[config.mk]
export PLATFORM = sky130hd
export DESIGN_NAME = pop_controller
export DESIGN_NICKNAME = d
export VERILOG_FILES = /design/src/rtl/pop_pkg.sv /design/src/rtl/debouncer.sv /design/src/rtl/pop_controller.sv
export SDC_FILE = /design/constraint.sdc
export NUM_CORES = 1
export LEC_CHECK = 0
export ABC_AREA = 1
export CAP_MARGIN = 10
export CORE_MARGIN = 2
export CORE_UTILIZATION = 60
export CTS_BUF_LIST = sky130_fd_sc_hd__clkbuf_2 sky130_fd_sc_hd__clkbuf_4 sky130_fd_sc_hd__clkbuf_8
export CTS_CLUSTER_SIZE = 16
export DETAILED_ROUTE_END_ITERATION = 8
export PLACE_DENSITY = 0.95
export SLEW_MARGIN = 10
export SYNTH_ARGS = -nofsm -noshare
export SYNTH_HDL_FRONTEND = slang
export SYNTH_SLANG_ARGS = --single-unit
[constraint.sdc]
create_clock -name pixel_clk_in -period 4.2 [get_ports pixel_clk_in]
set_input_delay 0.42 -clock pixel_clk_in [delete_from_list [all_inputs] [get_ports pixel_clk_in]]
set_output_delay 0.42 -clock pixel_clk_in [all_outputs]
set_load 0.02 [all_outputs]
[src/rtl/pop_pkg.sv]
// rtl/pop_pkg.sv - shared FSM state type and video counter widths for the pop controller
package pop_pkg;

  localparam int HCOUNT_W = 11;
  localparam int VCOUNT_W = 10;

  typedef enum logic [1:0] {
    ST_IDLE,
    ST_ARMED,
    ST_POPPED
  } pop_state_t;

endpackage

[src/rtl/debouncer.sv]
// rtl/debouncer.sv - 2-flop synchronizer plus stable-level debounce with registered rise strobe
module debouncer #(
  parameter int DEBOUNCE_CYCLES = 371250
) (
  input  logic pixel_clk_in,
  input  logic rst_in,
  input  logic btn_in,
  output logic clean_out,
  output logic rise_out
);

  localparam int CNT_W = $clog2(DEBOUNCE_CYCLES + 1);

  logic             sync1;
  logic             sync2;
  logic             stable;
  logic [CNT_W-1:0] cnt;

  assign clean_out = stable;

  // The level flips on the edge that completes DEBOUNCE_CYCLES mismatching samples.
  always_ff @(posedge pixel_clk_in or negedge rst_in) begin
    if (!rst_in) begin
      sync1    <= 1'b0;
      sync2    <= 1'b0;
      stable   <= 1'b0;
      cnt      <= '0;
      rise_out <= 1'b0;
    end else begin
      sync1    <= btn_in;
      sync2    <= sync1;
      rise_out <= 1'b0;
      if (sync2 != stable) begin
        if (cnt == CNT_W'(DEBOUNCE_CYCLES - 1)) begin
          stable   <= sync2;
          cnt      <= '0;
          rise_out <= sync2;
        end else begin
          cnt <= cnt + CNT_W'(1);
        end
      end else begin
        cnt <= '0;
      end
    end
  end

endmodule

[src/rtl/pop_controller.sv]
// rtl/pop_controller.sv - debounced pop button driving a frame-aligned pop hold FSM and saturating press count
module pop_controller
  import pop_pkg::*;
#(
  parameter int DEBOUNCE_CYCLES = 371250,
  parameter int POP_FRAMES      = 6,
  parameter int COUNT_W         = 16
) (
  input  logic                pixel_clk_in,
  input  logic                rst_in,
  input  logic                btn_in,
  input  logic [HCOUNT_W-1:0] hcount_in,
  input  logic [VCOUNT_W-1:0] vcount_in,
  output logic                pop_out,
  output logic                pop_pulse_out,
  output logic [COUNT_W-1:0]  pop_count_out
);

  localparam int HOLD_W = $clog2(POP_FRAMES + 1);

  logic              btn_level;
  logic              btn_rise;
  logic              press;
  logic              frame_start;
  logic              retrig;
  logic [HOLD_W-1:0] hold;
  pop_state_t        state;

  debouncer #(
    .DEBOUNCE_CYCLES(DEBOUNCE_CYCLES)
  ) u_debouncer (
    .pixel_clk_in(pixel_clk_in),
    .rst_in      (rst_in),
    .btn_in      (btn_in),
    .clean_out   (btn_level),
    .rise_out    (btn_rise)
  );

  assign press       = btn_rise & btn_level;
  assign frame_start = (hcount_in == '0) && (vcount_in == '0);

  always_ff @(posedge pixel_clk_in or negedge rst_in) begin
    if (!rst_in) begin
      state         <= ST_IDLE;
      pop_out       <= 1'b0;
      pop_pulse_out <= 1'b0;
      pop_count_out <= '0;
      hold          <= '0;
      retrig        <= 1'b0;
    end else begin
      pop_pulse_out <= press;
      if (pop_pulse_out && (pop_count_out != '1)) begin
        pop_count_out <= pop_count_out + COUNT_W'(1);
      end

      case (state)
        ST_IDLE: begin
          if (press) state <= ST_ARMED;
        end
        ST_ARMED: begin
          if (frame_start) begin
            state   <= ST_POPPED;
            hold    <= HOLD_W'(POP_FRAMES);
            pop_out <= 1'b1;
            retrig  <= 1'b0;
          end
        end
        ST_POPPED: begin
          if (frame_start) begin
            // A press landing on this frame_start counts toward the next boundary.
            if (retrig) begin
              hold   <= HOLD_W'(POP_FRAMES);
              retrig <= press;
            end else if (hold == HOLD_W'(1)) begin
              hold    <= '0;
              pop_out <= 1'b0;
              retrig  <= 1'b0;
              state   <= press ? ST_ARMED : ST_IDLE;
            end else begin
              hold   <= hold - HOLD_W'(1);
              retrig <= press;
            end
          end else if (press) begin
            retrig <= 1'b1;
          end
        end
        default: state <= ST_IDLE;
      endcase
    end
  end

endmodule

# ---- Word level (Yosys, flattened, before mapping)
# Index checks and enable logic that the tools add are counted.
dict set report totals {
  ff_bits 47
  in_bits 24
  out_inout_bits 18
  elab_cells 65
}
dict set report op_classes {
  n_addsub 3
  eq_ne 12
  muxes 27
  bitwise 1
  n_reduce_logical 11
}
# op count
set ops {}
lappend ops {{19-bit two-way mux} 2}
lappend ops {{19-bit by 1-bit adder with 19-bit output, second input constant} 1}
lappend ops {{19-bit == test, second input constant} 1}
lappend ops {{16-bit by 1-bit adder with 16-bit output, second input constant} 1}
lappend ops {{16-bit != test, second input constant} 1}
lappend ops {{1-bit two-way mux} 12}
lappend ops {{3-bit two-way mux} 4}
lappend ops {{11-bit logical NOT} 1}
lappend ops {{10-bit logical NOT} 1}
lappend ops {{2-bit two-way mux} 5}
lappend ops {{2-bit != test, second input constant} 5}
lappend ops {{5-bit AND reduction} 2}
lappend ops {{2-bit case mux with 3 select lines} 1}
lappend ops {{3-bit case mux with 2 select lines} 1}
lappend ops {{3-bit AND reduction} 2}
lappend ops {{1-bit case mux with 2 select lines} 2}
lappend ops {{3-bit by 1-bit == test with 1-bit output, second input constant} 1}
lappend ops {{3-bit != test, second input constant} 1}
lappend ops {{3-bit by 1-bit subtractor with 3-bit output, second input constant} 1}
lappend ops {{2-bit by 1-bit == test with 1-bit output, second input constant} 1}
lappend ops {{2-bit == test, second input constant} 1}
lappend ops {{1-bit logical AND} 2}
lappend ops {{2-bit logical NOT} 1}
lappend ops {{2-bit AND reduction} 1}
lappend ops {{other kinds (3)} 3}

# ---- Depth between registers and ports, before layout
# Gate-level depths: netlist (run 1).
dict set report depth {
  ltp_word 6
  mapped_depth 11
}

# ---- By module
# From an unflattened synthesis (run 1), not the netlist that was laid out.
dict set report hier_totals {
  cells_unflattened 352
  hier_area_um2 2732.6
}
# module n_inst cells_each area_each_um2 seq_area_each_um2
set modules_own_cells {}
lappend modules_own_cells {pop_controller 1 189 1457.6 600.6}
lappend modules_own_cells {debouncer 1 163 1275.0 575.6}

# ---- Least setup slack after synthesis (run 1)
# No wires, ideal clock.
dict set report synth_timing {
  path_kind {register -> register}
  startpoint {register pop_count_out[0]}
  endpoint {register pop_count_out[0]}
  setup_time_ns 0.133
  t_arrival_ns 1.546
  required_time_ns 4.067
  setup_slack_ns 2.521
  path_stages_with_launch 9
  n_path_buf 1
  path_cell_list {dfrtp_1 -> ha_1 -> nand3_2 -> nor3_4 -> nand2_2 -> nand2_2 -> nand2_4 -> buf_6 -> xor2_1}
}
dict set report synth_via {
  elab_chain_cells 2
}
# item line_no
set synth_rtl {}
lappend synth_rtl {{from (decl)} pop_controller.sv:16} ;# output logic [COUNT_W-1:0] pop_count_out
lappend synth_rtl {{from (signal assigned)} pop_controller.sv:53} ;# pop_count_out <= pop_count_out + COUNT_W'(1);
lappend synth_rtl {{branches (longest 2 deep; another with 16-bit by 1-bit adder with 16-bit output)} --}
# Parallel ways; which one is timed is not known.
# A chain may end at the register's enable or synchronous reset.

# ---- Final worst setup path (run 1)
dict set report layout_timing {
  startpoint {register pop_count_out[0]}
  endpoint {register pop_count_out[4]}
}
# The elaborated chain is that of the path after synthesis.

==> results of run 1 <==
stage by stage:
| step | hold slack, ps | cells | area [sq um] |
|---|---|---|---|
| finish | 289 | 439 | 3180 |
| global route | 374 | 439 | 3180 |
| CTS | 322 | 439 | 3180 |
| detailed placement | 335 | 432 | 3090 |
| global placement | 335 | 432 | 3090 |
| floorplan | 124 | 340 | 2630 |
final timing paths:
| path | startpoint | end | slack (ps) | cells past startpoint |
|---|---|---|---|---|
| min reg2reg | u_debouncer.sync1$_DFF_PN0_ | u_debouncer.sync2$_DFF_PN0_ | 350 | 0 |
| max | pop_count_out[0]$_DFFE_PN0P_ | pop_count_out[4]$_DFFE_PN0P_ | 2360 | 8 |
| min in group pixel_clk_in | u_debouncer.sync1$_DFF_PN0_ | u_debouncer.sync2$_DFF_PN0_ | 350 | 0 |
| max in group asynchronous | rst_in | u_debouncer.cnt[9]$_DFF_PN0_ | 3290 | 1 |
| min | rst_in | pop_count_out[8]$_DFFE_PN0P_ | 290 | 1 |
| max reg2reg | pop_count_out[0]$_DFFE_PN0P_ | pop_count_out[4]$_DFFE_PN0P_ | 2360 | 8 |
cell usage in the layout, fill, tap and decap left out, types with 2 or more instances in the layout:
master / synthesis / routed
a21oi_1: 5 / 5
clkbuf_8: 0 / 6
clkdlybuf4s50_1: 0 / 40
dfrtp_1: 47 / 47
ha_1: 5 / 5
inv_1: 48 / 48
nand2_1: 82 / 82
nand2_2: 3 / 3
nand3_1: 21 / 21
nand3_2: 2 / 2
nand4_1: 6 / 6
nor2_1: 53 / 53
nor2_2: 4 / 4
nor3_1: 13 / 13
o21ai_0: 11 / 11
o21ai_2: 4 / 4
xnor2_1: 3 / 3
xor2_1: 19 / 19
logic make-up (layout without fill, tap and decap cells):
kind of cell,after synthesis,in the layout,synth area share
xor+xnor,22,22,0.0733
compound gates,23,23,0.0538
buf+inv,50,97,0.0742
flops,47,47,0.447
simple gates,193,193,0.328
fa+ha+maj,5,5,0.0238
power by group:
group / internal (mW) / switching (mW)
clock: 0.129 / 0.143
combinational: 0.0229 / 0.0184
sequential: 0.455 / 0.00285
total: 0.608 / 0.165
synthesized netlist by cell type (4+ instances only):
| cell | n |
|---|---|
| ha_1 | 5 |
| nand4_1 | 6 |
| nor2_2 | 4 |
| nand2_1 | 82 |
| nor3_1 | 13 |
| o21ai_2 | 4 |
| xor2_1 | 19 |
| nor2_1 | 53 |
| dfrtp_1 | 47 |
| a21oi_1 | 5 |
| o21ai_0 | 11 |
| nand3_1 | 21 |
| inv_1 | 48 |
layout make-up:
type                       count  area [sq um]  share of cell area
multi-input combinational    243          1260               0.396
sequential                    47          1180               0.370
timing repair buffer          41           405               0.128
inverter                      49           184              0.0579
clock buffer                   6          82.6              0.0260
tap                           52          65.1              0.0205
clock inverter                 1          5.00             0.00158
worst register-to-register path: cells and delay by family (launching register included):
family / cells / cell delay [ps]
simple gates: 6 / 690
fa+ha+maj: 1 / 290
compound gates: 1 / 360
flops: 1 / 410
registers in the layout, indices dropped and copies added (netlist names), 2 cells and up:
signal	flops
pop_count_out	16
u_debouncer.cnt	19
state	2
hold	3
per-layer routing:
layer	routed length [um]	track usage	vias up
met5	0	0	-
met4	66	0.0919	0
met3	199	0.0519	8
met2	2730	0.418	57
met1	2350	0.275	1090
li1	-	-	1157
==> impl_results.md, run 1 <==
* Final setup vio count at 0
* Top cells by area, synth: dfrtp_1 (45%), nand2_1 (12%), nor2_1 (7.6%)
* Pins Over Slew Limit at 0
* WP data required at 4390 ps
* Final wirelength at 5350 um
* Area leader, netlist: dfrtp_1
* Worst path top cell family by delay: simple AND/OR/NAND/NOR gates
* Synth Net Count at 369
* Cts-stage hold buffer count at 0
* Pwr dens at 243 nW/um^2
* Root Driver: clkbuf_8
* FFs w/ async S/R, synth at 1.00
* DRC at 0
* Starting Density at 0.612
* H-Tree Depth at 2
* HP Class: primary input to async pin
* Synthesis Warnings at 0
* TNS Setup at 0 ps
* Crit path capture type: register
* Clock Latency Late Sink at 300 ps
* Clk slew on worst S/H paths at 90 ps
* CP Class: register to register
* Post-synthesis register bit count at 47
* Max Fclk at 544 MHz
* Total power draw at 0.772 mW
* CP max stage cell: dfrtp_1
* Gpl congestion at 0.809
* Dpl ws at 2310 ps
* VDD IR max at 0.196 mV
* Vias in the first global route at 2298
* CTS tree: yes
* Number of placement rows at 24
* Post-DP HPWL at 4060 um
* Die Y at 70.2 um
* Synth Cell Area at 2630 sq um
* Nets at 416
* Leakage power at 1.47 nW
* Crit-path cells: ha_1 > nand3_2 > nor3_4 > nand2_2 > a21boi_2 > nor2_1 > nand2_1 > nand2_1
* Slew margin rel. at 0.335
* Worst setup SP type: register
* Cts bufs inserted at 5
* Initial antenna violation count at 0
* Mapped Avg Cell Area at 7.74 sq um
* Prevailing post-synth register cell: dfrtp_1
* Least-Margin Pin Slew at 997 ps
* Crit path buffers/inverters at 0
* GR Overflow Total at 0
* Die Wd at 70.2 um
* DRT iter0 DRCs at 216
* Antenna-violating nets left at 0
* Max capacitance violation total at 0
* DR vias at 2312
* Worst Skew at 10.6 ps
* Worst Path Arrival at 2030 ps
* Resized Gates After CTS at 0
* Layout cells sized above 1 at 0.0749
* Min Clock Period, post-route at 1840 ps
* First-pass GRT wire length at 9400 um
* Synth-to-Final Area Change at 20.8%
* Filler cells at 315
* Crit-path max cell delay at 410 ps
* Final period utilization at 0.438
* Final cell utilization of the core at 0.740
* Ports at 42
* Crit path top cell by count: nand2_1
* Yosys cell types at 30
* Post-synthesis cell count at 340
* Final hold vios at 0
* Sequential area share after synthesis at 0.447
* Tot GR Track Use at 0.235
* Post-CTS repair timing setup buffer count at 0
* Clock Sink Count at 47
* Max FO, Critical Path at 7
* Largest net degree at the start of global routing at 48
* Pre-antenna DRT Iters at 4
* Run status: complete, no violations
* Core Area at 4290 sq um
* Yosys top cell area share at 0.447
* Wirelength per Cell at 12.2 um
* EDFF count, synth at 0
* Setup ws final at 2360 ps
* Vias per Instance at 5.27
* Max clock buf depth at 2
* Die area at 4930 sq um
* Port Buffer Count at 41
* # diodes at 0
* RSZ-0062 raised after global routing: false
Power figures use the tool's default switching activity.
==> run 2, diff against run 1 <==
Settings changed: CORE_UTILIZATION 60 to 50, PLACE_DENSITY 0.95 to 0.85.
Clock period 4.2 ns to 1.6 ns, I/O delays scaled along.
==> run 2 against run 1 <==
Effect of this change:
- clock-buffer cell count shrank 1
- register-to-register slack worse by 2400 ps
- the flow now finishes with violations (setup timing)
- critical endpoint is now pop_count_out[8]$_DFFE_PN0P_
- non-clock buffer count rose by 17
- critical path depth stayed put
- clock power rose to 3.8 times the previous value
- largest power group unchanged
- sequential cell count unchanged
- maximum frequency rose by 12%
- final cell count is 8.4% higher
==> impl_results.md, run 2 (same netlist as run 1, synthesis figures left out) <==
* Setup ws final at -46.7 ps
* Number of placement rows at 26
* Pwr dens at 680 nW/um^2
* Slew margin rel. at 0.642
* Final setup vio count at 2
* CP max stage cell: dfrtp_2
* Layout cells sized above 1 at 0.133
* Final period utilization at 1.03
* Port Buffer Count at 41
* DR vias at 2399
* Top reg by flops: u_debouncer.cnt
* Final hold vios at 0
* Multi-input gate area at 1350 sq um
* Filler cells at 402
* DRT iter0 DRCs at 143
* Initial antenna violation count at 0
* WL met2 at 3190 um
* Max capacitance violation total at 0
* Synth-to-Final Area Change at 32.4%
* Starting Density at 0.515
* Cts bufs inserted at 5
* RSZ-0062 raised after global routing: true
* Crit-path cells: ha_4 > nand3_4 > nor3_4 > nand2_2 > nand2_4 > nand2_8 > nand2_4 > xor2_1
* Largest net degree at the start of global routing at 25
* Commonest cells after routing, fill and taps aside: nand2_1 (78), nor2_1 (53), inv_1 (48)
* # diodes at 0
* HP Class: primary input to register
* Clk slew on worst S/H paths at 90 ps
* Clock Sink Count at 47
* Pre-antenna DRT Iters at 4
* Nets at 434
* Met1 wire length at 2430 um
* Register area at 1180 sq um
* Root Driver: clkbuf_8
* CTS tree: yes
* Core Area at 5110 sq um
* Min Clock Period, post-route at 1650 ps
* Antenna-violating nets left at 0
* First-pass GRT wire length at 9800 um
* Top layer in use: met4
* Pins Over Slew Limit at 0
* Worst Path Arrival at 1870 ps
* Tot GR Track Use at 0.204
* Met3 WL at 294 um
* Crit path top cell by count: nand2_4
* Clock Latency Late Sink at 300 ps
* Die Y at 76.5 um
* Max FO, Critical Path at 8
* Total power draw at 2.37 mW
* Max reg flops at 19
* Wirelength per Cell at 12.5 um
* VDD IR max at 0.523 mV
* GR Overflow Total at 0
* Max clock buf depth at 2
* Die Wd at 76.5 um
* Ports at 42
* Post-DP HPWL at 4270 um
* CP Class: register to register
* H-Tree Depth at 2
* Die area at 5860 sq um
* Top Registers: u_debouncer.cnt x19, pop_count_out x16, hold x3
* Max Fclk at 607 MHz
* TNS Setup at -55.1 ps
* WP data required at 1820 ps
* Worst Skew at 8.48 ps
* Vias in the first global route at 2376
* Failing checks: setup timing
* Final wirelength at 5970 um
* DRC at 0
* Gpl congestion at 0.886
* Most common cell after layout, fill and taps aside: nand2_1
* Crit path capture type: register
* Run status: complete, but fails checks
* Least-Margin Pin Slew at 538 ps
* Worst setup SP type: register
* Leakage power at 1.73 nW
* Crit-path max cell delay at 400 ps
* Vias per Instance at 5.04
[run 2: cell count changes in the layout (fill, tap and decap cells not counted), sizes merged, moves of 2 or more]
| cell | previous run | this run |
|---|---|---|
| buf | 1 | 17 |
| bufinv | 0 | 2 |
| clkdlybuf4s50 | 40 | 33 |
| dlymetal6s2s | 0 | 6 |
[run 2: report_power, final]
| group | switching, mW | internal [mW] |
|---|---|---|
| combinational | 0.0527 | 0.0688 |
| sequential | 0.00747 | 1.20 |
| clock | 0.422 | 0.623 |
| total | 0.482 | 1.89 |
[run 2: metrics by stage]
stage	hold slack, ps	worst slack, ps	util	std cells	instance area [sq um]
final	291	-46.7	0.682	476	3480
after global routing	293	-114	0.682	476	3480
after CTS	284	10.8	0.658	471	3360
after detailed placement	185	-47.4	0.628	462	3210
after global placement	178	36.4	0.628	462	3210
after floorplan	-136	23.7	-	340	2640
[run 2: worst paths after layout]
path | endpoint | slack (ps) | start | cells after the start
max | pop_count_out[8]$_DFFE_PN0P_ | -50 | pop_count_out[0]$_DFFE_PN0P_ | 8
min | u_debouncer.sync1$_DFF_PN0_ | 290 | btn_in | 1
max reg2reg | pop_count_out[8]$_DFFE_PN0P_ | -50 | pop_count_out[0]$_DFFE_PN0P_ | 8
min reg2reg | u_debouncer.sync2$_DFF_PN0_ | 360 | u_debouncer.sync1$_DFF_PN0_ | 0
max in group asynchronous | u_debouncer.cnt[11]$_DFF_PN0_ | 610 | rst_in | 3
min in group asynchronous | hold[2]$_DFFE_PN0P_ | 360 | rst_in | 2
[run 2: layout make-up]
cell class / instances / area share
sequential: 47 / 0.338
tap: 70 / 0.0251
clock inverter: 3 / 0.0194
timing repair buffer: 58 / 0.158
clock buffer: 5 / 0.0198
inverter: 49 / 0.0528
multi-input combinational: 244 / 0.387
[run 2: timing repair]
item | CTS | global route
gates resized for setup | 2 | 19
pin swaps | 0 | 9
setup endpoints to repair | 1 | 20
gates cloned | 0 | 1
buffers inserted | 0 | 4
endpoints found under the hold margin | 22 | 0
hold buffers | 1 | 0
[run 2: routing by layer]
layer	vias to the layer above	GRT usage
met5	-	0
met4	0	0.0727
li1	1195	-
met2	72	0.360
met1	1127	0.240
met3	5	0.0509
[run 2: worst max-delay path: cells and delay by family, from the launching register on]
family                     cells  cell delay, ps
and+or+nand+nor                6             800
adders and majority gates      1             160
xor gates and xnor gates       1             190
DFF                            1             400
